==> src/rtl/tape_mode_select_pkg.sv <==
// Shared mode-id constants, mode counts and debouncer state encoding for the
// tape load/save mode selector.
package tape_mode_select_pkg;

    localparam logic [1:0] LOAD_NORMAL_WAV = 2'd0;
    localparam logic [1:0] LOAD_TURBO_TAP  = 2'd1;

    localparam logic [1:0] SAVE_NORMAL_WAV = 2'd0;
    localparam logic [1:0] SAVE_TURBO_TAP  = 2'd1;
    localparam logic [1:0] SAVE_NORMAL_TAP = 2'd2;

    localparam int unsigned LOAD_MODES = 2;
    localparam int unsigned SAVE_MODES = 3;

    typedef enum logic [1:0] {
        StIdle        = 2'd0,
        StPressWait   = 2'd1,
        StHeld        = 2'd2,
        StReleaseWait = 2'd3
    } debounce_state_t;

    // Advance a mode id, wrapping to 0 after the last mode; out-of-range ids also wrap to 0.
    function automatic logic [1:0] next_mode(input logic [1:0] cur, input int unsigned modes);
        if ({30'd0, cur} + 32'd1 >= modes) begin
            return 2'd0;
        end
        return cur + 2'd1;
    endfunction

endpackage

==> src/rtl/button_debounce.sv <==
// Two-flop synchronizer plus press/release debounce FSM for one active-low button.
// Optional auto-repeat while held is enabled by defining TAPE_MODE_AUTOREPEAT_EN.
module button_debounce
    import tape_mode_select_pkg::*;
#(
    parameter int unsigned DEBOUNCE_CYCLES = 568400,
    parameter int unsigned REPEAT_CYCLES   = 28420000
) (
    input  logic i_clock,
    input  logic i_reset,
    input  logic i_btn_n,
    output logic o_strobe
);

    localparam int unsigned CNT_W = $clog2(DEBOUNCE_CYCLES + 1);
    localparam logic [CNT_W-1:0] CNT_ONE  = CNT_W'(1);
    localparam logic [CNT_W-1:0] CNT_LAST = CNT_W'(DEBOUNCE_CYCLES - 1);
    localparam logic [CNT_W-1:0] CNT_MAX  = CNT_W'(DEBOUNCE_CYCLES);

    if (DEBOUNCE_CYCLES < 2 || REPEAT_CYCLES < 1) begin : g_bad_params
        $error("button_debounce: DEBOUNCE_CYCLES must be >= 2 and REPEAT_CYCLES >= 1");
    end

    logic [1:0]       sync_q;
    logic             btn_low;
    debounce_state_t  state_q;
    logic [CNT_W-1:0] cnt_q;
    logic [CNT_W-1:0] cnt_inc;

`ifdef TAPE_MODE_AUTOREPEAT_EN
    localparam int unsigned RPT_W = $clog2(REPEAT_CYCLES + 1);
    localparam logic [RPT_W-1:0] RPT_ONE  = RPT_W'(1);
    localparam logic [RPT_W-1:0] RPT_LAST = RPT_W'(REPEAT_CYCLES - 1);
    logic [RPT_W-1:0] rpt_q;
`endif

    // Reset to the released (high) level so a held button needs a full debounce afterwards.
    always_ff @(posedge i_clock or posedge i_reset) begin
        if (i_reset) begin
            sync_q <= 2'b11;
        end else begin
            sync_q <= {sync_q[0], i_btn_n};
        end
    end

    assign btn_low = ~sync_q[1];
    assign cnt_inc = (cnt_q == CNT_MAX) ? cnt_q : cnt_q + CNT_ONE;

    always_ff @(posedge i_clock or posedge i_reset) begin
        if (i_reset) begin
            state_q  <= StIdle;
            cnt_q    <= '0;
            o_strobe <= 1'b0;
`ifdef TAPE_MODE_AUTOREPEAT_EN
            rpt_q    <= '0;
`endif
        end else begin
            o_strobe <= 1'b0;
            case (state_q)
                StIdle: begin
                    if (btn_low) begin
                        state_q <= StPressWait;
                        cnt_q   <= CNT_ONE;
                    end
                end
                StPressWait: begin
                    if (!btn_low) begin
                        state_q <= StIdle;
                        cnt_q   <= '0;
                    end else if (cnt_q >= CNT_LAST) begin
                        state_q  <= StHeld;
                        cnt_q    <= '0;
                        o_strobe <= 1'b1;
`ifdef TAPE_MODE_AUTOREPEAT_EN
                        rpt_q    <= '0;
`endif
                    end else begin
                        cnt_q <= cnt_inc;
                    end
                end
                StHeld: begin
                    if (!btn_low) begin
                        state_q <= StReleaseWait;
                        cnt_q   <= CNT_ONE;
`ifdef TAPE_MODE_AUTOREPEAT_EN
                    end else if (rpt_q >= RPT_LAST) begin
                        o_strobe <= 1'b1;
                        rpt_q    <= '0;
                    end else begin
                        rpt_q <= rpt_q + RPT_ONE;
`endif
                    end
                end
                StReleaseWait: begin
                    // A low sample here is release bounce: back to held without a strobe.
                    if (btn_low) begin
                        state_q <= StHeld;
                        cnt_q   <= '0;
`ifdef TAPE_MODE_AUTOREPEAT_EN
                        rpt_q   <= '0;
`endif
                    end else if (cnt_q >= CNT_LAST) begin
                        state_q <= StIdle;
                        cnt_q   <= '0;
                    end else begin
                        cnt_q <= cnt_inc;
                    end
                end
                default: begin
                    state_q <= StIdle;
                    cnt_q   <= '0;
                end
            endcase
        end
    end

endmodule

==> src/rtl/tape_mode_select.sv <==
// Tape load/save mode selector: two debounced buttons cycle the mode ids.
// Define TAPE_MODE_AUTOREPEAT_EN to auto-repeat a held button.
module tape_mode_select
    import tape_mode_select_pkg::*;
#(
    parameter int unsigned DEBOUNCE_CYCLES = 568400,
    parameter int unsigned REPEAT_CYCLES   = 28420000
) (
    input  logic       i_clock,
    input  logic       i_reset,
    input  logic       i_btn_load_n,
    input  logic       i_btn_save_n,
    input  logic       i_tape_busy,
    output logic [1:0] o_load_mode_id,
    output logic [1:0] o_save_mode_id,
    output logic       o_mode_changed
);

    logic load_strobe;
    logic save_strobe;

    button_debounce #(
        .DEBOUNCE_CYCLES (DEBOUNCE_CYCLES),
        .REPEAT_CYCLES   (REPEAT_CYCLES)
    ) u_load_debounce (
        .i_clock  (i_clock),
        .i_reset  (i_reset),
        .i_btn_n  (i_btn_load_n),
        .o_strobe (load_strobe)
    );

    button_debounce #(
        .DEBOUNCE_CYCLES (DEBOUNCE_CYCLES),
        .REPEAT_CYCLES   (REPEAT_CYCLES)
    ) u_save_debounce (
        .i_clock  (i_clock),
        .i_reset  (i_reset),
        .i_btn_n  (i_btn_save_n),
        .o_strobe (save_strobe)
    );

    // Strobes seen while the tape is busy are dropped, not deferred.
    always_ff @(posedge i_clock or posedge i_reset) begin
        if (i_reset) begin
            o_load_mode_id <= LOAD_NORMAL_WAV;
            o_save_mode_id <= SAVE_NORMAL_WAV;
            o_mode_changed <= 1'b0;
        end else begin
            o_mode_changed <= 1'b0;
            if (!i_tape_busy) begin
                if (load_strobe) begin
                    o_load_mode_id <= next_mode(o_load_mode_id, LOAD_MODES);
                end
                if (save_strobe) begin
                    o_save_mode_id <= next_mode(o_save_mode_id, SAVE_MODES);
                end
                o_mode_changed <= load_strobe | save_strobe;
            end
        end
    end

endmodule

==> config.mk <==
export PLATFORM = sky130hd
export DESIGN_NAME = tape_mode_select
export DESIGN_NICKNAME = d
export VERILOG_FILES = /design/src/rtl/tape_mode_select_pkg.sv /design/src/rtl/button_debounce.sv /design/src/rtl/tape_mode_select.sv
export SDC_FILE = /design/constraint.sdc
export NUM_CORES = 1
export LEC_CHECK = 0
export CAP_MARGIN = 20
export CORE_UTILIZATION = 45
export DETAILED_ROUTE_END_ITERATION = 12
export SLEW_MARGIN = 20
export SYNTH_ARGS = -nofsm -noshare
export SYNTH_HDL_FRONTEND = slang
export SYNTH_SLANG_ARGS = --single-unit
==> constraint.sdc <==
create_clock -name i_clock -period 1.8 [get_ports i_clock]
set_input_delay 0.36 -clock i_clock [delete_from_list [all_inputs] [get_ports i_clock]]
set_output_delay 0.36 -clock i_clock [all_outputs]
set_load 0.1 [all_outputs]
# --- Word-level counts from Yosys, hierarchy flattened ---
# Cells that the tools add are included.
totals:
  regBits: 55
  in_bits: 5
classes:
  n_addsub: 6
  magnitude_cmp: 4
  n_eq_ne: 16
  muxes: 45
  bitwise: 2
  n_reduce_logical: 8
op_table:
  columns: ["cell", "count"]
  rows:
  - ["20-bit two-way mux", 12]
  - ["20-bit case mux with 4 select lines", 2]
  - ["20-bit by 1-bit adder with 20-bit output, second input constant", 2]
  - ["20-bit == test, second input constant", 2]
  - ["20-bit greater-or-equal comparator, second input constant", 2]
  - ["2-bit two-way mux", 16]
  - ["2-bit case mux with 4 select lines", 2]
  - ["1-bit two-way mux", 13]
  - ["2-bit == test, second input constant", 4]
  - ["2-bit AND reduction", 4]
  - ["4-bit AND reduction", 2]
  - ["2-bit by 1-bit adder with 3-bit output, second input constant", 2]
  - ["3-bit by 2-bit greater-or-equal comparator with 1-bit output, second input constant", 2]
  - ["3-bit by 1-bit != test with 1-bit output, second input constant", 2]
  - ["3-bit != test, second input constant", 2]
  - ["2-bit by 1-bit adder with 2-bit output, second input constant", 2]
  - ["2-bit by 1-bit == test with 1-bit output, second input constant", 2]
  - ["2-bit zero test", 2]
  - ["2-bit by 1-bit != test with 1-bit output, second input constant", 2]
  - ["2-bit != test, second input constant", 2]
  - ["1-bit NOT", 1]
  - ["1-bit OR", 1]

# --- Logic depth before layout (Yosys ltp) ---
depth:
  depth_word: 6
  depth_mapped: 8
  ltp_nobuf: 6

# --- Hierarchy ---
# From an unflattened synthesis, not the netlist that was laid out.
unflattened:
  cells_unflattened: 335
  hier_area_um2: 3141.8
modules_own_cells:
  columns: ["module", "n_inst", "cells_per_inst", "area_each_um2", "seq_area_each_um2"]
  rows:
  - ["button_debounce", 2, 157, 1446.4, 628.1]
  - ["tape_mode_select", 1, 21, 249.0, 125.1]

# --- Worst setup path after synthesis ---
# No wires, ideal clock.
synth_path:
  kind: "reg2reg"
  start: "register u_save_debounce.cnt_q[16]"
  end: "register u_save_debounce.cnt_q[19]"
  setup_time_ns: 0.122
  arrival_time_ns: 1.734
  setup_slack_ns: -0.055
  path_stages_with_launch: 6
  path_buffers: 0
  period_less_slack_ns: 1.855
  cell_sequence: "dfrtp_1 -> or3_4 -> nor4_4 -> a22oi_2 -> and3_1 -> a32o_1"
synth_via:
  elab_chain_cells: 5
  elab_cells_between_ends: 8
  classes_between: "add/sub: 1; order compare: 1; eq/ne: 1; mux: 5"
synth_rtl:
  columns: ["element", "line_no", "rtl"]
  rows:
  - ["start, declared", "button_debounce.sv:27", "logic [CNT_W-1:0] cnt_q;"]
  - ["start signal, assigned", "button_debounce.sv:78", "cnt_q <= cnt_inc;"]
  - ["start signal, assigned", "button_debounce.sv:106", "cnt_q <= cnt_inc;"]
  - ["20-bit by 1-bit adder with 20-bit output or 20-bit == test (tied branches)", "button_debounce.sv:47", "assign cnt_inc = (cnt_q == CNT_MAX) ? cnt_q : cnt_q + CNT_ONE;"]
  - ["20-bit two-way mux", "button_debounce.sv:47", null]
  - ["20-bit two-way mux *", "button_debounce.sv:70, button_debounce.sv:102", null]
  - ["20-bit two-way mux (on tied branches)", "button_debounce.sv:96, button_debounce.sv:67", null]
  - ["20-bit case mux with 4 select lines *", "button_debounce.sv:59", "case (state_q)"]
# Mark *: on every way between the ends. The rest lies on a longest branch, timed or not.
# A chain may end at the register's enable or synchronous reset.

# --- Worst setup path in the final report ---
layout_path:
  start: "register u_save_debounce.cnt_q[16]"
  end: "register u_save_debounce.cnt_q[8]"
layout_via:
  elab_chain_cells: 5
  elab_cells_between_ends: 7
  classes_between: "order compare: 1; eq/ne: 1; mux: 5"
layout_rtl:
  columns: ["element", "line_no"]
  rows:
  - ["parallel branches: the longest is 2 deep, another holds 20-bit greater-or-equal comparator", null]
  - ["20-bit two-way mux *", "button_debounce.sv:70, button_debounce.sv:102"]
  - ["20-bit two-way mux (on tied branches)", "button_debounce.sv:96, button_debounce.sv:67"]
  - ["20-bit case mux with 4 select lines *", "button_debounce.sv:59"]
# Mark *: on every way between the ends.

==> impl_metrics.yaml <==
outcome:
  outcome: "complete, but fails checks"
  violations: "setup timing"
cells_and_area:
  multi_input_area_mm2: 0.001927
  mostFrequentLayoutCells: "61 x buf_4, 50 x dfrtp_1, 38 x nand2_1"
  final_nets: 424
  regArea_mm2: 0.001383
  area_growth_pct: 36.54
  postLayoutCellArea_mm2: 0.004292
  drive_above_1_share: 0.3720
  fin_cells: 494
  fin_util: 0.6352
  layout_commonest_cell: "buf_4"
  antenna_cells: 0
  nFillCells: 564
power:
  ir_worst_vdd_mv: 0.4473
  power_density_mw_per_mm2: 526.3
  p_leak_nw: 1.859
placement:
  dpl_worst_slack_ns: -0.1216
  detailed_place_hpwl_um: 5155
  place_area_mm2: 0.003732
  place_inst: 466
  portBuffers: 9
  globalplace.congestion: 0.8229
cts:
  clk_latency_ns: 0.31
  numCtsBuffers: 5
  cts.htree.levels: 2
  clock_path_buffers: 2
  cts-root-buf: "clkbuf_8"
  cts_tree: "yes"
  cts_sinks: 55
  path_clk_slew_ns: 0.10
synth:
  dominantRegCellSynth: "dfrtp_1"
  syn-instance-count: 337
  synth_edf_count: 0
  synth.avg_cell_area_um2: 9.326
  seq_area_frac_synth: 0.4395
  syn-cell-area_mm2: 0.003143
  synth-seq-cells: 55
  synthArstFlopShare: 1.000
  synth.distinct_cells: 55
  syn-num-nets: 348
  ys_warn_count: 0
timing:
  rsz0062_at_grt: "yes"
  relSlewSlack: 0.6003
  period_share: 1.074
  clock_skew_ns: 0.009078
  timing.fmax_mhz: 517.5
  hold_viol_final: 0
  post-route-min-period_ns: 1.933
  final_max_slew_viol_count: 0
  tightest_slew_ns: 0.5973
  setup_viol_count_final: 32
  fin_ws_ns: -0.1325
floorplanning:
  die_h_um: 85.58
  pin_count: 10
  dieArea_mm2: 0.007323
  rows: 30
  initial_utilization: 0.4652
  core_mm2: 0.006756
  die_x_um: 85.58
detailed_routing:
  drtPass1Iterations: 4
  viasPerCell: 5.781
  drc: 0
  ant_nets: 0
  routedWlPerCell_um: 15.84
  drt_iter0_drc: 183
  wirelength_um: 7825
  vias: 2856
global_routing:
  track_usage: 0.2169
  grt_pass1_vias: 2751
  grt_max_degree: 56
  grt.overflow.total: 0
  antenna_found_initial: 0
  grt_pass1_wl_um: 12650
worst_setup_path:
  slowest_stage: "dfrtp_1"
  crit_start: "u_save_debounce.cnt_q[16]$_DFFE_PP0P_"
  crit_path_frequent_cell: "buf_4"
  critPathMaxFanout: 7
  cp.required_ns: 2.01
  cp_data_arrival_time_ns: 2.14
  critPathBufInv: 3
  worst_path_dominant_cell_family: "simple AND/OR/NAND/NOR gates"
  r2r_start: "u_save_debounce.cnt_q[16]$_DFFE_PP0P_"
  critPathLaunchType: "register"
  cpPeakStageDelay_ns: 0.40
  crit_type: "register to register"
  path_cells: "or3_4 > buf_4 > nor4_4 > buf_4 > a22o_4 > buf_4 > nor3_1 > o21ba_2"
  endpoint_kind: "register"
flow_run:
  cap_violations: 0
min_path:
  hp-class: "register to register"
  hp-start: "u_load_debounce.sync_q[0]$_DFF_PP1_"
## cell type report
type	count	share of cell area
clock buffer	5	0.01603
clock inverter	3	0.004373
inverter	17	0.01487
multi-input combinational	253	0.4490
sequential	55	0.3222
tap	80	0.02332
timing repair buffer	81	0.1703
## through the flow
| stage | power (mW) | setup TNS, ns | hold slack (ns) |
|---|---|---|---|
| 3_5_place_dp | 1.541 | -0.5699 | 0.3493 |
| 2_1_floorplan | 1.452 | 0 | 0.3452 |
| 5_1_grt | 2.370 | -4.502 | 0.3756 |
| 3_3_place_gp | 1.537 | -0.3131 | 0.3465 |
| 4_1_cts | 2.247 | -0.4931 | 0.3651 |
| 6_report | 2.259 | -2.136 | 0.3640 |
## routing by layer
metal  vias to the layer above  part of all wire  global-route usage
li1                       1411                 -                   -
met1                      1381              0.45              0.2688
met2                        54              0.52              0.3825
met3                        10             0.023             0.03657
met4                         0             0.012             0.07576
met5                         -                 0                   0
## synthesized netlist by cell type (all sizes together) (6+ instances only)
master  instances  share of area
a21oi          11          0.019
a22o            7          0.022
a31oi          28          0.056
and3            9          0.018
buf             7          0.019
clkbuf          6         0.0072
dfrtp          51           0.41
ha              6          0.024
inv            17          0.020
nand2          42          0.050
nand3          20          0.032
nand4           8          0.016
nor2           18          0.021
nor3           11          0.018
nor4            9          0.027
o21ai          16          0.025
## cell families (layout without fill, tap and decap cells)
kind of cell             after synthesis  in the layout  share of synthesized area
buffers and inverters                 30            106                    0.04618
AO/OA/AOI/OAI                         95             96                     0.2202
adder cells (fa/ha/maj)                6              6                    0.02388
XOR/XNOR                               6              6                    0.01672
multiplexers                           5              5                    0.01712
flip-flops                            55             55                     0.4395
AND/OR/NAND/NOR                      140            140                     0.2365
## repair_timing
action                                  in CTS  in global routing
buffers inserted                             7                  9
hold buffers                                 0                  0
gates resized for setup                     10                 64
pin swaps                                    9                 26
gates cloned                                 1                  3
endpoints found under the setup margin      24                 40
## flip-flops by register name, summed over array words and instances (netlist names), named ones only
register                  count
u_save_debounce.o_strobe      1
o_save_mode_id                2
u_load_debounce.state_q       1
o_mode_changed                1
u_save_debounce.cnt_q        20
u_save_debounce.state_q       1
u_load_debounce.o_strobe      1
u_load_debounce.cnt_q        20
u_save_debounce.sync_q        2
o_load_mode_id                2
u_load_debounce.sync_q        2
## path summary, 6_finish.rpt
| path | end | slack, ns | cells past startpoint |
|---|---|---|---|
| max | u_save_debounce.cnt_q[8]$_DFFE_PP0P_ | -0.13 | 8 |
| min | u_load_debounce.sync_q[1]$_DFF_PP1_ | 0.36 | 0 |
| max reg2reg | u_save_debounce.cnt_q[8]$_DFFE_PP0P_ | -0.13 | 8 |
| min reg2reg | u_load_debounce.sync_q[1]$_DFF_PP1_ | 0.36 | 0 |
| max in group asynchronous | u_save_debounce.sync_q[1]$_DFF_PP1_ | 1.09 | 3 |
| min in group asynchronous | u_load_debounce.cnt_q[1]$_DFFE_PP0P_ | 0.41 | 3 |
## power breakdown
part	total [mW]	internal [mW]	switching [mW]
Clock	0.694	0.275	0.419
Combinational	0.254	0.114	0.140
Sequential	1.31	1.27	0.0428
No activity file was read; power rests on OpenSTA's default activity.
